--- src/rtl/digit_scan_pkg.sv ---
// Shared constants and types for the four-digit multiplexed display scanner.
package digit_scan_pkg;

    localparam logic [3:0] AN_OFF = 4'b1111;  // all digit selects inactive
    localparam int         DIGITS = 4;
    localparam int         IDX_W  = 2;

    typedef logic [IDX_W-1:0] idx_t;

    // One displayable value: four hex digits plus their decimal points.
    typedef struct packed {
        logic [15:0] digits;
        logic [3:0]  dps;
    } disp_t;

    // Active-low one-hot digit select for slot idx.
    function automatic logic [3:0] an_select(idx_t idx);
        return ~(4'b0001 << idx);
    endfunction

endpackage

--- src/rtl/digit_scan_tick.sv ---
// Prescaler: counts 0..CLK_DIV-1 while enabled and flags the last count.
module scan_tick
    import digit_scan_pkg::*;
#(
    parameter int unsigned CLK_DIV = 50000
) (
    input  logic clk,
    input  logic reset,
    input  logic enable,
    output logic tick
);

    localparam logic [15:0] LAST = 16'(CLK_DIV - 1);

    logic [15:0] count_q;
    logic [15:0] count_d;

    // Next count: wrap at the last count, park at 0 while disabled.
    always_comb begin
        // NOTE: give every always_comb output a value before any branch so no path leaves it unassigned and infers a latch.
        count_d = count_q + 16'd1;
        if (!enable || count_q == LAST) begin
            count_d = '0;
        end
    end

    // Count register with synchronous reset.
    always_ff @(posedge clk) begin
        // NOTE: sequential state uses non-blocking assignments so every register samples pre-edge values.
        if (reset) begin
            count_q <= '0;
        end else begin
            count_q <= count_d;
        end
    end

    assign tick = enable && (count_q == LAST);

endmodule

--- src/rtl/digit_scan.sv ---
// Four-digit hex display scanner with double-buffered value, frame-aligned
// commit and optional leading-zero blanking. Drives a downstream 7-segment
// decoder with the raw nibble.
module digit_scan
    import digit_scan_pkg::*;
#(
    parameter int unsigned CLK_DIV  = 50000,
    parameter bit          BLANK_LZ = 1'b1
) (
    input  logic        clk,
    input  logic        reset,
    input  logic        enable,
    input  logic        load,
    input  logic [15:0] din,
    input  logic [3:0]  dp_in,
    output logic [3:0]  nibble,
    output logic [3:0]  an,
    output logic        dp,
    output logic        pending
);

    logic        tick;
    logic        frame;
    idx_t        idx_q,     idx_d;
    disp_t       shadow_q,  shadow_d;
    disp_t       active_q,  active_d;
    logic        pending_q, pending_d;
    logic [3:0]  an_q,      an_d;
    logic [3:0]  nib_q,     nib_d;
    logic        dp_q,      dp_d;
    logic [DIGITS-1:0] blank;

    scan_tick #(
        .CLK_DIV (CLK_DIV)
    ) u_tick (
        .clk    (clk),
        .reset  (reset),
        .enable (enable),
        .tick   (tick)
    );

    // A frame ends on the tick that wraps the index from the last digit.
    assign frame = tick && (idx_q == idx_t'(DIGITS - 1));

    // Digit index: advance on tick, held at digit 0 while disabled.
    always_comb begin
        idx_d = idx_q;
        if (!enable) begin
            idx_d = '0;
        end else if (tick) begin
            idx_d = idx_q + idx_t'(1);
        end
    end

    // Shadow/active buffering: loads land in shadow and are promoted at a
    // frame boundary, or immediately when the display is dark.
    always_comb begin
        shadow_d  = shadow_q;
        active_d  = active_q;
        pending_d = pending_q;
        if (load) begin
            shadow_d = '{digits: din, dps: dp_in};
            if (frame) begin
                active_d  = shadow_d;
                pending_d = 1'b0;
            end else begin
                pending_d = 1'b1;
            end
        end else if (pending_q && (frame || !enable)) begin
            active_d  = shadow_q;
            pending_d = 1'b0;
        end
    end

    // Leading-zero blanking: digit i hides when it and every higher digit
    // are zero and its own decimal point is off; digit 0 always shows.
    always_comb begin
        blank = '0;
        if (BLANK_LZ) begin
            for (int i = 1; i < DIGITS; i++) begin
                blank[i] = !active_q.dps[i];
                for (int j = i; j < DIGITS; j++) begin
                    if (active_q.digits[4*j +: 4] != 4'd0) begin
                        blank[i] = 1'b0;
                    end
                end
            end
        end
    end

    // Output drive for the current slot; dark when disabled or blanked.
    always_comb begin
        an_d  = AN_OFF;
        nib_d = '0;
        dp_d  = 1'b1;
        if (enable && !blank[idx_q]) begin
            an_d  = an_select(idx_q);
            nib_d = active_q.digits[{idx_q, 2'b00} +: 4];
            dp_d  = ~active_q.dps[idx_q];
        end
    end

    // State and registered outputs; reset overrides enable and load.
    always_ff @(posedge clk) begin
        if (reset) begin
            idx_q     <= '0;
            shadow_q  <= '0;
            active_q  <= '0;
            pending_q <= 1'b0;
            an_q      <= AN_OFF;
            nib_q     <= '0;
            dp_q      <= 1'b1;
        end else begin
            idx_q     <= idx_d;
            shadow_q  <= shadow_d;
            active_q  <= active_d;
            pending_q <= pending_d;
            an_q      <= an_d;
            nib_q     <= nib_d;
            dp_q      <= dp_d;
        end
    end

    assign an      = an_q;
    assign nibble  = nib_q;
    assign dp      = dp_q;
    assign pending = pending_q;

endmodule

--- config.mk ---
export PLATFORM = sky130hd
export DESIGN_NAME = digit_scan
export DESIGN_NICKNAME = d
export VERILOG_FILES = /design/src/rtl/digit_scan_pkg.sv /design/src/rtl/digit_scan_tick.sv /design/src/rtl/digit_scan.sv
export SDC_FILE = /design/constraint.sdc
export NUM_CORES = 1
export LEC_CHECK = 0
export BUFFER_PORTS_ARGS = -buffer_cell sky130_fd_sc_hd__buf_2
export CAP_MARGIN = 15
export CELL_PAD_IN_SITES_DETAIL_PLACEMENT = 0
export CELL_PAD_IN_SITES_GLOBAL_PLACEMENT = 1
export CORE_MARGIN = 5
export CORE_UTILIZATION = 30
export CTS_BUF_LIST = sky130_fd_sc_hd__clkbuf_8
export CTS_CLUSTER_SIZE = 25
export DETAILED_ROUTE_END_ITERATION = 10
export GPL_TIMING_DRIVEN = 0
export HOLD_SLACK_MARGIN = 0.1
export PLACE_DENSITY = 0.68
export SYNTH_ARGS = -nofsm -noshare
export SYNTH_HDL_FRONTEND = slang
export SYNTH_HIERARCHICAL = 1
export SYNTH_SLANG_ARGS = --single-unit
--- constraint.sdc ---
create_clock -name clk -period 3.7 [get_ports clk]
set_input_delay 0.555 -clock clk [delete_from_list [all_inputs] [get_ports clk]]
set_output_delay 0.555 -clock clk [all_outputs]
set_load 0.02 [all_outputs]
==> results of run 1 <==
-- how the worst max path moves through the flow --
stage | from | endpoint | slack, ps | cells after the start
after floorplan | u_tick/count_q[11] | active_q[11] | 1620 | 7
after global placement | u_tick/count_q[11] | active_q[2] | 1290 | 7
after detailed placement | u_tick/count_q[11] | active_q[1] | 1220 | 7
after CTS | u_tick/count_q[11] | active_q[1] | 1200 | 7
after global routing | u_tick/count_q[0] | active_q[1] | 980 | 8
final | u_tick/count_q[11] | active_q[1] | 1230 | 7
-- sequential cells by signal, summed over array words and instances, names as in the netlist --
name	count
active_q	20
nibble	4
an	4
u_tick/count_q	16
dp	1
pending	1
shadow_q	20
idx_q	2
-- worst reg2reg max path: cells and delay by family, from the launching register on --
| kind | cells | cell delay, ps |
|---|---|---|
| AO/OA/AOI/OAI | 2 | 240 |
| buffers and inverters | 1 | 400 |
| AND/OR/NAND/NOR | 4 | 1320 |
| flip-flops | 1 | 370 |
-- routing by layer --
metal	up-vias	part of all wire (%)	global-route usage (%)
met5	-	0	0
met3	6	4.3	4.34
met1	900	49	14.5
met4	0	1.3	3.94
met2	37	45	17.2
li1	1009	-	-
-- kinds of logic (layout without fill, tap and decap cells) --
family,after synthesis,in the layout,synth area share [%]
simple gates,104,104,18.7
flops,68,68,49.8
mux,26,26,12.3
compound gates,25,25,7.69
buf+inv,22,69,4.39
xor+xnor,15,15,4.81
fa+ha+maj,5,5,2.29
-- per-stage QoR --
stage | instance area, sq um | instances | setup slack (ps) | power [mW]
global route | 3230 | 420 | 981 | 1.59
floorplan | 2730 | 265 | 1620 | 0.875
detailed placement | 3030 | 405 | 1220 | 0.914
CTS | 3230 | 420 | 1200 | 1.53
finish | 3230 | 420 | 1230 | 1.51
global placement | 3030 | 405 | 1290 | 0.911
-- power by group --
part / internal (mW) / switching, mW / leakage, nW
Clock: 0.358 / 0.259 / 0.111
Combinational: 0.0541 / 0.0624 / 0.585
Sequential: 0.762 / 0.0166 / 0.556
-- cell usage in the layout, fill, tap and decap left out, types with 2 or more instances in the layout --
cell type   n
mux2i_1    21
inv_1       8
buf_2      36
xnor2_1    13
ha_1        5
a211oi_1   21
clkbuf_1    7
buf_4       2
buf_6       2
mux4_1      3
clkbuf_8   13
nor4_1      5
nand3_1     5
nor3_1      4
xor2_1      2
nand4_1     3
dfxtp_1    68
nor2_1     62
and2_1      5
nand2_1     8
-- cells in the mapped netlist (all sizes together) --
cell	n	share of area [%]
nor2	62	8.5
xor2	2	0.64
mux2i	21	7.7
a21oi	1	0.18
nor4b	1	0.32
a211oi	21	5.8
nor4	7	2.4
or4	2	0.69
clkbuf	8	1.5
a2bb2oi	1	0.32
nand2	8	1.1
xnor2	13	4.2
dfxtp	68	50
inv	6	0.82
nand3	5	0.92
ha	5	2.3
nand4b	1	0.32
and3	1	0.23
or2b	1	0.32
buf	8	2.1
o22ai	1	0.46
nand4	3	0.69
and2	5	1.1
a311oi	1	0.96
or3b	1	0.32
and4b	1	0.41
or2	1	0.23
nor3	4	0.73
mux4	5	4.6
nand4bb	1	0.41
-- layout make-up --
type	count	area, sq um
fill	893	5570
clock inverter	3	37.5
buffer	16	97.6
tap	108	135
timing repair buffer	32	160
clock buffer	12	165
sequential	68	1360
inverter	6	22.5
multi-input combinational	175	1250
==> reports/metrics.csv, run 1 <==
metric;value;unit
status;complete, no violations;
final_max_slew_viol_count;0;
ys_warn_count;6;
overflow;0;
nets;337;
htree_levels;3;
area_growth;18.2;%
hold_buffers;0;
end_kind;flip-flop;
route.detailed.drc;0;
fp.dieW;105;um
r2r.worst_path.cells;7;
fin_crit;2480;ps
clkSinkCount;68;
row_count;34;
ant_nets;0;
cp-start-kind;flip-flop;
vias_per_cell;4.65;
core_region_area;8810;sq um
max_stage_delay;550;ps
synth_cell_types;38;
fin_setup_tns;0;ps
worstHoldPathType;reg -> reg;
fin_util;36.7;%
cp_top_family;simple AND/OR/NAND/NOR gates;
first_pass_iters;4;
avgSynthCellArea;10.3;sq um
ff2ff_setup_slack;1230;ps
grt_max_degree;11;
cp.buffers_inverters;1;
max_freq;404;MHz
synth_seq_cells;68;
cts_buffers;9;
holdCritStartpoint;u_tick/count_q[0];
drv_cap;0;
whs_path_depth;1;
max-vdd-ir-drop;0.000173;V
syn-cell-area;2730;sq um
vias;1952;
rr_startpoint;u_tick/count_q[11];
initial_utilization;31.0;%
die_area;11100;sq um
drt_iter0_drc;29;
path_class;reg -> reg;
crit_arrival;2680;ps
netlist_instances;265;
p_leak;1.25;nW
worstReg2RegEnd;active_q[1];
cts-resized-gates;0;
clkLatencyLatePin;340;ps
setup_viol;0;
rsz0062_at_grt;false;
n_antenna_cell;0;
required;3900;ps
grt_pass1_vias;1984;
synth_nets;294;
grt_pass1_wl;9800;um
gp_congestion;0.816;
yosysSeqAreaShare;49.8;%
io_buffers;32;
crit_path_max_fanout;10;
slowest_stage;or4_1;
worst_slew_pin_slew;523;ps
routed_wl;5600;um
cts_buffer_depth;2;
hold_viol;0;
drive_gt1_share;20.5;%
ios;34;
clock-skew-final;9.34;ps
whs;469;ps
min_to;u_tick/count_q[0];
slew_headroom;65.1;%
antenna_found_initial;0;
dp_hpwl;4120;um
power_density;468;nW/um^2
cts_tree;built;
grt_usage;11.3;%
cts_post_setup_buffers_inserted;0;
cts-root-buf;clkbuf_8;
cts.clk_slew.worst_paths;70;ps
crit_path_cell_trace;or4_1 > nor4_2 > and2_1 > a2bb2oi_1 > nor2_1 > clkbuf_1 > a211oi_1;
fin_crit_sh;66.9;%
avgRoutedWirePerCell;13.3;um
die_h;105;um
(Power assumes the default switching activity.)
==> inputs of run 2 (changes only) <==
--- a/config.mk
+++ b/config.mk
@@ -5,6 +5,7 @@
 export SDC_FILE = /design/constraint.sdc
 export NUM_CORES = 1
 export LEC_CHECK = 0
+export ABC_AREA = 1
 export BUFFER_PORTS_ARGS = -buffer_cell sky130_fd_sc_hd__buf_2
 export CAP_MARGIN = 15
 export CELL_PAD_IN_SITES_DETAIL_PLACEMENT = 0
@@ -16,7 +17,7 @@
 export DETAILED_ROUTE_END_ITERATION = 10
 export GPL_TIMING_DRIVEN = 0
 export HOLD_SLACK_MARGIN = 0.1
-export PLACE_DENSITY = 0.68
+export PLACE_DENSITY = 0.74
 export SYNTH_ARGS = -nofsm -noshare
 export SYNTH_HDL_FRONTEND = slang
 export SYNTH_HIERARCHICAL = 1
==> constraint.sdc (replaced) <==
create_clock -name clk -period 2.04 [get_ports clk]
set_input_delay 0.306 -clock clk [delete_from_list [all_inputs] [get_ports clk]]
set_output_delay 0.306 -clock clk [all_outputs]
set_load 0.02 [all_outputs]
==> run 2 against run 1 <==
Utilization increased by 0.30 points; synthesized cell count increased by 60%; flip-flop and latch count unchanged; critical path depth increased by 4; clock skew about the same; combinational power increased by 110%; routed wire length increased by 13%; cell area increased by 12%; sequential power increased by 80%; die area increased by 10%; critical path type unchanged.
==> reports/metrics.csv, run 2 <==
metric;value;unit;change
status;complete, no violations;;unchanged
synth_nets;452;;was 294
vias;2555;;was 1,952
row_count;36;;was 34
crit_path_max_fanout;10;;unchanged
path_class;reg -> reg;;unchanged
ant_nets;0;;unchanged
p_int;2.29;mW;was 1.17 mW
hold_viol;0;;unchanged
whs;224;ps;was 469 ps
layout_commonest_cell;nand2_1;;was dfxtp_1
ios;34;;unchanged
synth_seq_cells;68;;unchanged
drt_iter0_drc;82;;was 29
cts_post_setup_buffers_inserted;0;;unchanged
grt_max_degree;14;;was 11
cts_buffer_depth;2;;unchanged
die_h;111;um;was 105 um
ys_top_cells_by_area;dfxtp_1 45%, nand2_1 16%, a21oi_1 6.7%;;was dfxtp_1 50%, nor2_1 8.5%, mux2i_1 7.7%
top_regs;active_q x20, shadow_q x20, u_tick/count_q x16;;unchanged
synthMuxAreaShare;0;%;was 12.3%
synth-compound-area-share;11.8;%;was 7.69%
pre_cts_ws;-65.5;ps;was 1220 ps
netlist_instances;423;;was 265
dp_hpwl;4900;um;was 4120 um
setup_viol;0;;unchanged
cts-root-buf;clkbuf_8;;unchanged
grt_pass1_wl;11100;um;was 9800 um
yosysSeqAreaShare;44.7;%;was 49.8%
vias_per_cell;4.22;;was 4.65
whs_path_depth;3;;was 1
core_region_area;9820;sq um;was 8810 sq um
required;2270;ps;was 3900 ps
pwr-share-comb;8.1;%;was 7.7%
routed_wl;6350;um;was 5600 um
gp_congestion;0.771;;was 0.816
worstHoldPathType;in -> reg;;was reg -> reg
clock-skew-final;9.19;ps;was 9.34 ps
grt_usage;11.0;%;was 11.3%
yosysTopAreaCellShare;44.7;%;was 49.8%
worst_slew_pin_slew;439;ps;was 523 ps
yosysMostFrequentCell;nand2_1;;was dfxtp_1
clkLatencyLatePin;350;ps;was 340 ps
overflow;0;;unchanged
area_growth;19.4;%;was 18.2%
fp.dieW;111;um;was 105 um
io_buffers;33;;was 32
layout_setup_ws;108;ps;was 1230 ps
final_cells;605;;was 420
clkPwrFrac;45.3;%;was 40.8%
synth_cell_types;28;;was 38
seqPwrFrac;46.7;%;was 51.5%
synth_xor_area_share;2.01;%;was 4.81%
antenna_found_initial;0;;unchanged
initial_utilization;31.0;%;about the same
rsz0062_at_grt;false;;unchanged
async_reset_ff_share;0;%;unchanged
max-vdd-ir-drop;0.000362;V;was 0.000173 V
synth_simple_gate_area_share;30.1;%;was 18.7%
fin_crit_sh;94.7;%;was 66.9%
place_inst;589;;was 405
synth_ff_type;dfxtp_1;;unchanged
fin_setup_tns;0;ps;unchanged
p_switching;0.703;mW;was 0.338 mW
htree_levels;3;;unchanged
route.detailed.drc;0;;unchanged
synth_adder_area_share;2.06;%;was 2.29%
first_pass_iters;4;;unchanged
end_kind;flip-flop;;unchanged
drv_cap;0;;unchanged
final_max_slew_viol_count;0;;unchanged
cts_buffers;9;;unchanged
cp-start-kind;flip-flop;;unchanged
synth_top_family_by_area;simple AND/OR/NAND/NOR gates;;unchanged
n_antenna_cell;0;;unchanged
grt_pass1_vias;2444;;was 1,984
drive_gt1_share;18.6;%;was 20.5%
slew_headroom;70.7;%;was 65.1%
fin_crit;1930;ps;was 2480 ps
syn-cell-area;3040;sq um;was 2730 sq um
hold_buffers;0;;unchanged
cts_tree;built;;unchanged
power_density;824;nW/um^2;was 468 nW/um^2
nets;496;;was 337
ys_warn_count;6;;unchanged
layout_common_cells;126 x nand2_1, 67 x dfxtp_1, 46 x inv_1;;was 68 x dfxtp_1, 62 x nor2_1, 36 x buf_2
cts.clk_slew.worst_paths;80;ps;was 70 ps
avgSynthCellArea;7.19;sq um;was 10.3 sq um
r2r.worst_path.cells;11;;was 7
synth_largest_area_cell;dfxtp_1;;unchanged
p_leak;1.51;nW;was 1.25 nW
max_freq;518;MHz;was 404 MHz
crit_arrival;2160;ps;was 2680 ps
clkSinkCount;68;;unchanged
p_sw_share;23.5;%;was 22.3%
synth_edf_count;0;;unchanged
avgRoutedWirePerCell;10.5;um;was 13.3 um
synth_top_cells_by_count;126 x nand2_1, 68 x dfxtp_1, 46 x inv_1, 41 x a21oi_1, 35 x nor2_1;;was 68 x dfxtp_1, 62 x nor2_1, 21 x a211oi_1, 21 x mux2i_1, 13 x xnor2_1
die_area;12300;sq um;was 11,100 sq um
-- run 2: worst paths after layout --
kind / slack (ps) / end / startpoint
worst min register to register: 430 / u_tick/count_q[0] / u_tick/count_q[0]
worst min-delay path: 220 / shadow_q[17] / din[13]
worst max-delay path: 110 / active_q[15] / u_tick/count_q[0]
worst max register to register: 110 / active_q[15] / u_tick/count_q[0]
-- run 2: cell type report --
| cell class | count | area, sq um |
|---|---|---|
| Fill cell | 1085 | 6190 |
| Multi-Input combinational cell | 290 | 1410 |
| Sequential cell | 68 | 1360 |
| Inverter | 50 | 188 |
| Tap cell | 133 | 166 |
| Timing Repair Buffer | 33 | 165 |
| Clock buffer | 9 | 124 |
| Clock inverter | 7 | 124 |
| Buffer | 15 | 97.6 |
-- run 2: critical path, stage by stage (launching register included) --
cell     delay (ps)
dfxtp_2         360
ha_2            210
nand3_2         130
nor2_2          130
nand3_2         150
nor2_4          160
nand2_2         100
nand2_2         100
nand3_4          90
buf_6           150
o21ai_1         190
a21oi_2          40
-- run 2: cell families after synthesis --
kind of cell	after synthesis
simple gates	209
buf+inv	65
flops	68
xor+xnor	7
fa+ha+maj	5
compound gates	69
-- run 2: timing repair --
action / CTS / global route
gates resized for setup: 2 / 2
endpoints found under the setup margin: 20 / 20
pin swaps: 0 / 0
-- run 2: routing by layer --
metal	vias up	share of wire (%)	GRT usage (%)
li1	1410	-	-
met1	1094	50	14.2
met2	40	44	17.4
met3	11	2.9	2.57
met4	0	2.2	5.25
met5	-	0	0
-- run 2: power by group through the flow --
stage / sequential, mW / combinational, mW / clock, mW
after floorplan: 1.43 / 0.165 / 0
after global placement: 1.43 / 0.242 / 0
after detailed placement: 1.43 / 0.245 / 0
after CTS: 1.40 / 0.246 / 1.39
after global routing: 1.40 / 0.280 / 1.46
final: 1.40 / 0.241 / 1.35
-- run 2: per-stage QoR --
stage               instance area [sq um]  power (mW)  util, %
floorplan                            3040        1.60        -
global placement                     3370        1.67     34.4
detailed placement                   3370        1.67     34.4
CTS                                  3630        3.04     37.0
global route                         3630        3.14     37.0
finish                               3630        2.99     37.0
